==> src/rtl/led_ctrl_array.sv <==
// Multi-channel LED driver: per-channel mode (off/on/slow/fast blink) and PWM duty.
// Latency: one registered stage; led/tick update the edge after their inputs are sampled.
// No backpressure: config writes are accepted every cycle, out-of-range channels dropped.
//
// Ports:
//   clk, rst          single clock, synchronous active-high reset
//   cfg_we/cfg_ch     write strobe and channel index for mode/duty update
//   cfg_mode/cfg_duty value written into the addressed channel
//   sync              restarts prescaler, blink and PWM counters (phase alignment)
//   ledOn             global enable, 0 forces every LED dark
//   led               registered LED drive, one bit per channel
//   tick              registered one-cycle pulse per blink tick
module led_ctrl_array #(
  parameter int N_CH       = 8,
  parameter int PWM_BITS   = 4,
  parameter int PRESC_DIV  = 50000,
  parameter int BLINK_BITS = 4,
  localparam int CH_W      = (N_CH > 1) ? $clog2(N_CH) : 1,
  localparam int PR_W      = $clog2(PRESC_DIV)
) (
  input  logic                clk,
  input  logic                rst,
  input  logic                cfg_we,
  input  logic [CH_W-1:0]     cfg_ch,
  input  logic [1:0]          cfg_mode,
  input  logic [PWM_BITS-1:0] cfg_duty,
  input  logic                sync,
  input  logic                ledOn,
  output logic [N_CH-1:0]     led,
  output logic                tick
);

  logic [1:0]            mode_q [N_CH];
  logic [1:0]            mode_d [N_CH];
  logic [PWM_BITS-1:0]   duty_q [N_CH];
  logic [PWM_BITS-1:0]   duty_d [N_CH];
  logic [PR_W-1:0]       presc_q, presc_d;
  logic [BLINK_BITS-1:0] bcnt_q, bcnt_d;
  logic [PWM_BITS-1:0]   pcnt_q, pcnt_d;
  logic [N_CH-1:0]       led_q, led_d;
  logic                  tick_q, tick_d;

  logic                  tick_int;
  logic                  slow, fast;
  logic [31:0]           cfg_ch_ext;

  assign tick_int   = (presc_q == PR_W'(PRESC_DIV - 1));
  assign slow       = bcnt_q[BLINK_BITS-1];
  assign fast       = bcnt_q[BLINK_BITS-2];
  // Zero-extend so indices beyond N_CH never alias onto a real channel.
  assign cfg_ch_ext = 32'(cfg_ch);

  always_comb begin
    mode_d = mode_q;
    duty_d = duty_q;
    for (int i = 0; i < N_CH; i++) begin
      if (cfg_we && (cfg_ch_ext == 32'(i))) begin
        mode_d[i] = cfg_mode;
        duty_d[i] = cfg_duty;
      end
    end
  end

  // sync overrides counting and suppresses the tick that would fire this cycle.
  always_comb begin
    presc_d = presc_q + PR_W'(1);
    bcnt_d  = bcnt_q;
    pcnt_d  = pcnt_q + PWM_BITS'(1);
    tick_d  = 1'b0;
    if (sync) begin
      presc_d = '0;
      bcnt_d  = '0;
      pcnt_d  = '0;
    end else if (tick_int) begin
      presc_d = '0;
      bcnt_d  = bcnt_q + BLINK_BITS'(1);
      tick_d  = 1'b1;
    end
  end

  always_comb begin
    led_d = '0;
    for (int i = 0; i < N_CH; i++) begin
      logic pwm;
      logic f;
      // All-ones duty must be fully lit; pcnt < duty alone would miss one slot.
      pwm = (pcnt_q < duty_q[i]) || (duty_q[i] == '1);
      case (mode_q[i])
        2'd1:    f = pwm;
        2'd2:    f = pwm & slow;
        2'd3:    f = pwm & fast;
        default: f = 1'b0;
      endcase
      led_d[i] = ledOn & f;
    end
  end

  always_ff @(posedge clk) begin
    if (rst) begin
      for (int i = 0; i < N_CH; i++) begin
        mode_q[i] <= 2'd0;
        duty_q[i] <= '1;
      end
      presc_q <= '0;
      bcnt_q  <= '0;
      pcnt_q  <= '0;
      led_q   <= '0;
      tick_q  <= 1'b0;
    end else begin
      mode_q  <= mode_d;
      duty_q  <= duty_d;
      presc_q <= presc_d;
      bcnt_q  <= bcnt_d;
      pcnt_q  <= pcnt_d;
      led_q   <= led_d;
      tick_q  <= tick_d;
    end
  end

  assign led  = led_q;
  assign tick = tick_q;

endmodule

==> config.mk <==
export PLATFORM = sky130hd
export DESIGN_NAME = led_ctrl_array
export DESIGN_NICKNAME = d
export VERILOG_FILES = /design/src/rtl/led_ctrl_array.sv
export SDC_FILE = /design/constraint.sdc
export NUM_CORES = 1
export LEC_CHECK = 0
export BUFFER_PORTS_ARGS = -buffer_cell sky130_fd_sc_hd__clkbuf_2
export CORE_AREA = 2 2 87 89
export DETAILED_ROUTE_END_ITERATION = 7
export DIE_AREA = 0 0 89 91
export MAX_ROUTING_LAYER = met4
export PLACE_DENSITY = 0.72
export SLEW_MARGIN = 0
export SYNTH_ARGS = -nofsm -noshare
export SYNTH_HDL_FRONTEND = slang
export SYNTH_SLANG_ARGS = --single-unit
==> constraint.sdc <==
create_clock -name clk -period 1.6 [get_ports clk]
set_input_delay 0 -clock clk [delete_from_list [all_inputs] [get_ports clk]]
set_output_delay 0 -clock clk [all_outputs]
set_load 0.03 [all_outputs]
After elaboration in Yosys (flattened, before gate mapping)
Index checks and enable logic that the tools add are counted.
{"block": "word_totals", "word_cells": 124, "out_inout_bits": 9, "register_bits": 81}
{"block": "classes", "n_eq_ne": 40, "order_cmp": 8, "n_reduce_logical": 19, "n_bitwise": 24, "mux": 9, "addsub": 3}
{"op": "$eq 2x2->1 const B", "n": 16}
{"op": "$eq 4x4->1 const B", "n": 8}
{"op": "$logic_not 32->1", "n": 1}
{"op": "$lt 4x4->1", "n": 8}
{"op": "$and 1x1->1", "n": 24}
{"op": "$pmux 1 s3", "n": 8}
{"op": "$add 16x1->16 const B", "n": 1}
{"op": "$eq 16x16->1 const B", "n": 1}
{"op": "$eq 2x1->1 const B", "n": 8}
{"op": "$eq 3x3->1 const B", "n": 4}
{"op": "$add 4x1->4 const B", "n": 2}
{"op": "$logic_and 1x1->1", "n": 8}
{"op": "$logic_or 1x1->1", "n": 8}
{"op": "$eq 3x2->1 const B", "n": 2}
{"op": "$eq 3x1->1 const B", "n": 1}
{"op": "$reduce_or 3->1", "n": 1}
{"op": "$reduce_or 2->1", "n": 1}
{"op": "$mux 1", "n": 1}

Depth between registers and ports, before layout
Gate-level depths: netlist (run 1).
{"block": "depth", "ltp_word": 5, "ltp_mapped": 6, "ltp_nobuf": 5}

Least setup slack after synthesis (run 1)
OpenSTA, ideal clock, no wires.
{"block": "synth_path", "kind": "register to register", "startpoint": "reg presc_q[0]", "endpoint": "reg bcnt_q[3]", "required_time_ns": 1.530, "path_slack_ns": 0.100, "t_arrival_ns": 1.430, "path_buffers": 0, "setup_ns": 0.070, "path_stages_with_launch": 6, "path_cell_list": "dfxtp_1 -> ha_1 -> nand3_1 -> nand4b_4 -> or3_1 -> a21oi_1"}
{"block": "synth_between", "elab_chain_len": 1}
{"element": "start, declared", "line": "37", "source": "logic [PR_W-1:0] presc_q, presc_d;"}
{"element": "start signal, assigned", "line": "112", "source": "presc_q <= presc_d;"}
{"element": "$eq 16x16->1", "line": "47", "source": "assign tick_int = (presc_q == PR_W'(PRESC_DIV - 1));"}
{"element": "end signal, assigned", "line": "113", "source": "bcnt_q <= bcnt_d;"}
{"element": "end, declared", "line": "38", "source": "logic [BLINK_BITS-1:0] bcnt_q, bcnt_d;"}
Every way passes these cells.
A chain may end at the register's enable or synchronous reset.

Worst setup path in the final report (run 1)
{"block": "layout_path", "startpoint": "reg presc_q[3]", "endpoint": "reg presc_q[14]"}
{"block": "layout_between", "elab_chain_len": 2, "elab_cells_between_ends": 3}
{"element": "parallel branches: the longest is 2 deep, another holds $add 16x1->16"}
Several ways; the timed one is not identified.

==> flow_summary.yaml, run 1 <==
yosys:
  yosys.area.top_type: "dfxtp_1"
  synth_top_family_by_area: "simple AND/OR/NAND/NOR gates"
  synth_most_common_cell: "dfxtp_1"
  netlist-cell-type-count: 35
  syn_avg_cell_area_sq_um: 9.24
  synth_edf_count: 0
  yosysWarnings: 0
  synth.top_cell.area_share_pct: 42.1
  synth.area.top_cells: "dfxtp_1 (42%), ha_1 (8.8%), nor2_1 (5.6%), a211o_1 (5.5%), mux2i_1 (4.2%)"
  postSynthCellCount: 417
  netlist_area_sq_um: 3850
  synth_adder_area_share_pct: 8.76
  ys_ff_latch: 81
  synth.net_count: 458
  synthXorXnorAreaFrac_pct: 3.86
  async_flop_share_pct: 0
  ys_seq_area_share_pct: 42.1
  muxShareOfSynthArea_pct: 4.15
  synth-compound-area-share_pct: 15.6
  synth_common_cells: "dfxtp_1 (81), nor2_1 (58), inv_1 (33)"
  yosys.area_share.simple_pct: 20.9
  synth_top_flop_cell: "dfxtp_1"
clock_network:
  cts_root_buf: "clkbuf_8"
  clock_latency_ps: 360
  cts_max_level: 3
  cts_buffers: 9
  cts_tree: "yes"
  clkTransAtPathRegs_ps: 80
  cts.sinks: 81
  clk_path_buf_depth: 2
routing:
  dr.pass1.iters: 5
  via_per_inst: 5.51
  num_vias: 3049
  wl_mm: 8.23
  drc: 0
  wire_per_inst_microns: 14.9
  dr.first_iter.drc_count: 163
  ant_nets: 0
floorplan:
  die-width_microns: 89
  design.die.area_sq_um: 8100
  row_count: 31
  io_pins: 23
  core_sq_um: 7140
  die_h_microns: 91
  start_util_pct: 54.0
setup_path:
  crit_fanout: 8
  cpMaxStageDelayCell: "nor4_1"
  reg2reg_setup_slack_ps: 80
  arrival_ps: 1770
  cp.required_ps: 1860
  crit_type: "register to register"
  r2r-start: "presc_q[3]"
  reg2regPathDepth: 4
  cpPeakStageDelay_ps: 430
  crit_start: "presc_q[3]"
  rr_endpoint: "presc_q[14]"
  crit_path_end_kind: "register"
  worstSetupStartpointType: "register"
  crit_chain: "nand4_1 -> nor4_1 -> xnor2_1 -> nor2_1"
global_route:
  grt_antenna_before_repair: 0
  grt-busiest-layer: "met2"
  grt_pass1_vias: 2950
  grt_first_pass_wirelength_mm: 13.4
  met3_usage_pct: 5.45
  grt_overflow: 0
  grt_max_degree: 49
  grt_usage_pct: 22.2
  met2_usage_pct: 35.6
  grtUsageMet1_pct: 26.9
run_status:
  outcome: "finished clean"
pwr:
  ir_worst_vdd_v: 0.000569
  power_density_nw_per_um2: 903
  p_leak_uw: 0.00217
  p_total_uw: 3930
run:
  maxCapViolCount: 0
sta:
  fin_worst_skew_ps: 10.5
  rsz0062_at_grt: "true"
  min_period_over_period_pct: 94.9
  setup_ws_ps: 82.3
  max-slew-margin-rel_pct: 66.2
  tightest_slew_ps: 507
  hold_viol: 0
  fmax_ghz: 0.659
  fin_crit_ps: 1520
  setup_violations: 0
  drv_slew: 0
placement:
  port_buffers: 22
  gp_congestion: 0.832
  place_worst_setup_slack_ps: 108
  place_hpwl_mm: 5.54
  dpl_cell_area_sq_um: 4110
  place_inst: 534
final_layout:
  layoutNonFillerInstCount: 553
  insertedDiodeCount: 0
  area_delta_synth_final_pct: 13.0
  design_area_sq_um: 4360
  nets: 490
  n_fill_cell: 643
  finish.utilization_pct: 61.1
  layout-drive-gt1-share_pct: 13.4
worst_hold_path:
  min-delay-start: "cfg_duty[1]"
  hold_depth: 2
  worstHoldPathType: "primary input to register"
  hold-path-endpoint: "duty_q[29]"
[critical path: cells and delay by family (launching register included)]
family | cells | cell delay [ps]
xor gates and xnor gates | 1 | 160
DFF | 1 | 420
and+or+nand+nor | 3 | 840
[worst max-delay path by stage]
stage / depth (start not counted) / slack, ps / endpoint
after floorplan: 5 / 100 / bcnt_q[3]
after global placement: 5 / 150 / bcnt_q[3]
after detailed placement: 5 / 110 / bcnt_q[3]
after CTS: 5 / 70 / bcnt_q[3]
after global routing: 4 / -30 / presc_q[14]
final: 4 / 80 / presc_q[14]
[layout make-up]
| class | instances | area, sq um | share of cell area, % |
|---|---|---|---|
| multi-input cells | 289 | 2060 | 47.3 |
| flip-flops and latches | 81 | 1620 | 37.2 |
| repair buffers | 35 | 213 | 4.88 |
| clock buffers | 12 | 165 | 3.79 |
| inverters | 33 | 124 | 2.84 |
| well taps | 99 | 124 | 2.84 |
| clock inverters | 4 | 50.0 | 1.15 |
[per-layer routing]
metal | share of wire, % | up-vias
li1 | - | 1529
met1 | 45 | 1432
met2 | 47 | 73
met3 | 6.2 | 15
met4 | 1.7 | 0
met5 | 0 | -
[where the power goes]
group / switching [uW] / total, uW / internal [uW] / leakage (uW)
clock: 730 / 1580 / 846 / 0.000105
sequential: 31.2 / 2090 / 2060 / 0.000658
combinational: 162 / 270 / 108 / 0.00141
[layout by cell type (no fill, tap or decap), types with 3 or more instances in the layout]
| master | n |
|---|---|
| o21ai_0 | 16 |
| nor2b_1 | 6 |
| a21o_1 | 8 |
| nand2_1 | 18 |
| nor2_1 | 58 |
| o211a_1 | 8 |
| nor4_1 | 3 |
| nand4_1 | 14 |
| dfxtp_1 | 80 |
| a31oi_1 | 8 |
| a211o_1 | 24 |
| ha_1 | 27 |
| a21oi_1 | 12 |
| clkbuf_8 | 12 |
| xor2_1 | 5 |
| buf_4 | 11 |
| nor3_1 | 4 |
| xnor2_1 | 12 |
| nand2b_1 | 13 |
| a211oi_1 | 8 |
| clkbuf_2 | 22 |
| nand3_1 | 8 |
| nand3b_1 | 6 |
| mux2i_1 | 16 |
| inv_1 | 33 |
[state kept, by name, indices dropped and copies added (netlist names)]
name	flops
presc_q	16
pcnt_q	4
mode_q	16
bcnt_q	4
led	8
tick	1
duty_q	32
[kinds of logic (layout without fill, tap and decap cells)]
logic type	Yosys count	after routing
compound gates	84	84
mux	16	16
buf+inv	47	84
fa+ha+maj	27	27
xor+xnor	17	17
flops	81	81
simple gates	145	145
[stage by stage]
stage                     hold slack (ps)  TNS [ps]
after global placement                360         0
after CTS                            13.5         0
final                                20.8         0
after detailed placement              376         0
after floorplan                       118         0
after global routing                 23.6      -102
[what timing repair did]
item / in CTS / in global routing
setup buffers: 0 / 1
hold endpoints to repair: 2 / 0
gates resized for setup: 0 / 2
endpoints found under the setup margin: 0 / 3
hold buffers: 2 / 0
No activity file was read; power rests on OpenSTA's default activity.
==> run 2, diff against run 1 <==
- CORE_AREA: 2 2 87 89 -> 2 2 108 110
- DIE_AREA: 0 0 89 91 -> 0 0 110 112
- PLACE_DENSITY: 0.72 -> unset
==> flow_summary.yaml, run 2 (synthesis results as in run 1) <==
sta:
  fin_crit_ps: 1460
  drv_slew: 0
  setup_tns_ps: 0
  hold_viol: 0
  fmax_ghz: 0.687
  tightest_slew_ps: 499
  rsz0062_at_grt: "false"
  setup_violations: 0
  max-slew-margin-rel_pct: 66.7
  min_period_over_period_pct: 90.9
  fin_worst_skew_ps: 7.33
clock_network:
  cts_buffers: 9
  cts_hold_buf: 0
  cts_tree: "yes"
  clk_path_buf_depth: 2
  cts_max_level: 3
  cts.sinks: 81
  clkTransAtPathRegs_ps: 60
  clock_latency_ps: 340
  cts_root_buf: "clkbuf_16"
final_layout:
  design_area_sq_um: 4530
  largest_register_ffs: 32
  mostFrequentLayoutCells: "dfxtp_1 (81), nor2_1 (58), inv_1 (33)"
  final_common_cell: "dfxtp_1"
  insertedDiodeCount: 0
  top_regs: "duty_q (32), mode_q (16), presc_q (16)"
  area_delta_synth_final_pct: 17.4
  finish.utilization_pct: 40.5
  top_register: "duty_q"
  nets: 489
  layout-drive-gt1-share_pct: 13.5
  n_fill_cell: 1102
setup_path:
  cpMaxStageDelayCell: "or3_1"
  cpPeakStageDelay_ps: 370
  crit_chain: "ha_1 -> nand3_1 -> nand4b_4 -> or3_1 -> a21oi_1"
  cp.required_ps: 1870
  crit_type: "register to register"
  arrival_ps: 1730
  crit_path_end_kind: "register"
  worstSetupStartpointType: "register"
  crit_fanout: 7
routing:
  wl_mm: 8.60
  wire_per_inst_microns: 14.4
  via_per_inst: 5.03
  drc: 0
  num_vias: 2998
  dr.first_iter.drc_count: 175
  dr.pass1.iters: 5
  ant_nets: 0
placement:
  place_hpwl_mm: 6.04
  dpl_cell_area_sq_um: 4170
  port_buffers: 22
  gp_congestion: 0.797
floorplan:
  row_count: 39
  io_pins: 23
  die_h_microns: 112
  design.die.area_sq_um: 12300
  core_sq_um: 11200
  die-width_microns: 110
  start_util_pct: 34.5
pwr:
  power_density_nw_per_um2: 1040
  ir_worst_vdd_v: 0.000592
  p_leak_uw: 0.00223
global_route:
  grt_usage_pct: 15.5
  grt_first_pass_wirelength_mm: 14.3
  grt_overflow: 0
  grt_antenna_before_repair: 0
  grt_pass1_vias: 2908
  grt_max_degree: 20
run_status:
  outcome: "finished clean"
run:
  maxCapViolCount: 0
worst_hold_path:
  worstHoldPathType: "primary input to register"
-- run 2: changes by cell type in the layout (fill, tap and decap cells not counted) --
cell / previous run / this run
bufinv_16: 1 / 3
buf_4: 11 / 12
clkbuf_16: 0 / 9
clkinvlp_4: 2 / 0
dfxtp_2: 1 / 0
inv_6: 0 / 1
clkinv_2: 1 / 2
dlygate4sd3_1: 2 / 0
clkinv_4: 0 / 1
clkbuf_8: 12 / 0
dfxtp_1: 80 / 81
-- run 2: through the flow --
step                cells  setup WS (ps)  power, uW  hold WS (ps)
global route          596           36.2       4890          30.9
finish                596            145       4720          22.4
detailed placement    579            120       2410           365
CTS                   595           88.1       4780          9.45
floorplan             417           99.9       2310           118
global placement      579            120       2400           380
-- run 2: report_power, final --
| group | leakage [uW] | internal [uW] | switching [uW] |
|---|---|---|---|
| logic | 0.00140 | 107 | 163 |
| clock network | 0.000170 | 1530 | 835 |
| registers | 0.000657 | 2060 | 31.3 |
-- run 2: routing by layer --
metal / vias to the layer above / part of all wire (%) / track usage (%)
met5: - / 0 / -
met4: 0 / 1.2 / 4.05
met3: 12 / 3.8 / 4.04
met2: 40 / 47 / 24.3
met1: 1412 / 48 / 19.6
li1: 1534 / - / -
-- run 2: final timing paths --
path                    from   endpoint  slack (ps)  depth (start not counted)
setup / recovery  presc_q[1]  bcnt_q[3]         140                          5
hold / removal          sync  pcnt_q[1]          20                          3
hold reg to reg    mode_q[1]  mode_q[1]         470                          2
setup reg to reg  presc_q[1]  bcnt_q[3]         140                          5
-- run 2: layout make-up --
cell class	instances	area, sq um	area share [%]
multi-input combinational	289	2060	45.5
clock inverter	7	118	2.60
tap	143	179	3.95
clock buffer	9	225	4.98
sequential	81	1620	35.8
inverter	33	124	2.74
timing repair buffer	34	200	4.42
-- run 2: critical path, delay by kind of cell, from the launching register on --
kind	cells	cell delay (ps)
fa+ha+maj	1	180
simple gates	3	720
flops	1	360
compound gates	1	140
-- run 2: timing repair --
item	in CTS	in global routing
gates resized for setup	0	1
setup endpoints to repair	0	2
setup buffers	0	1
endpoints found under the hold margin	0	0
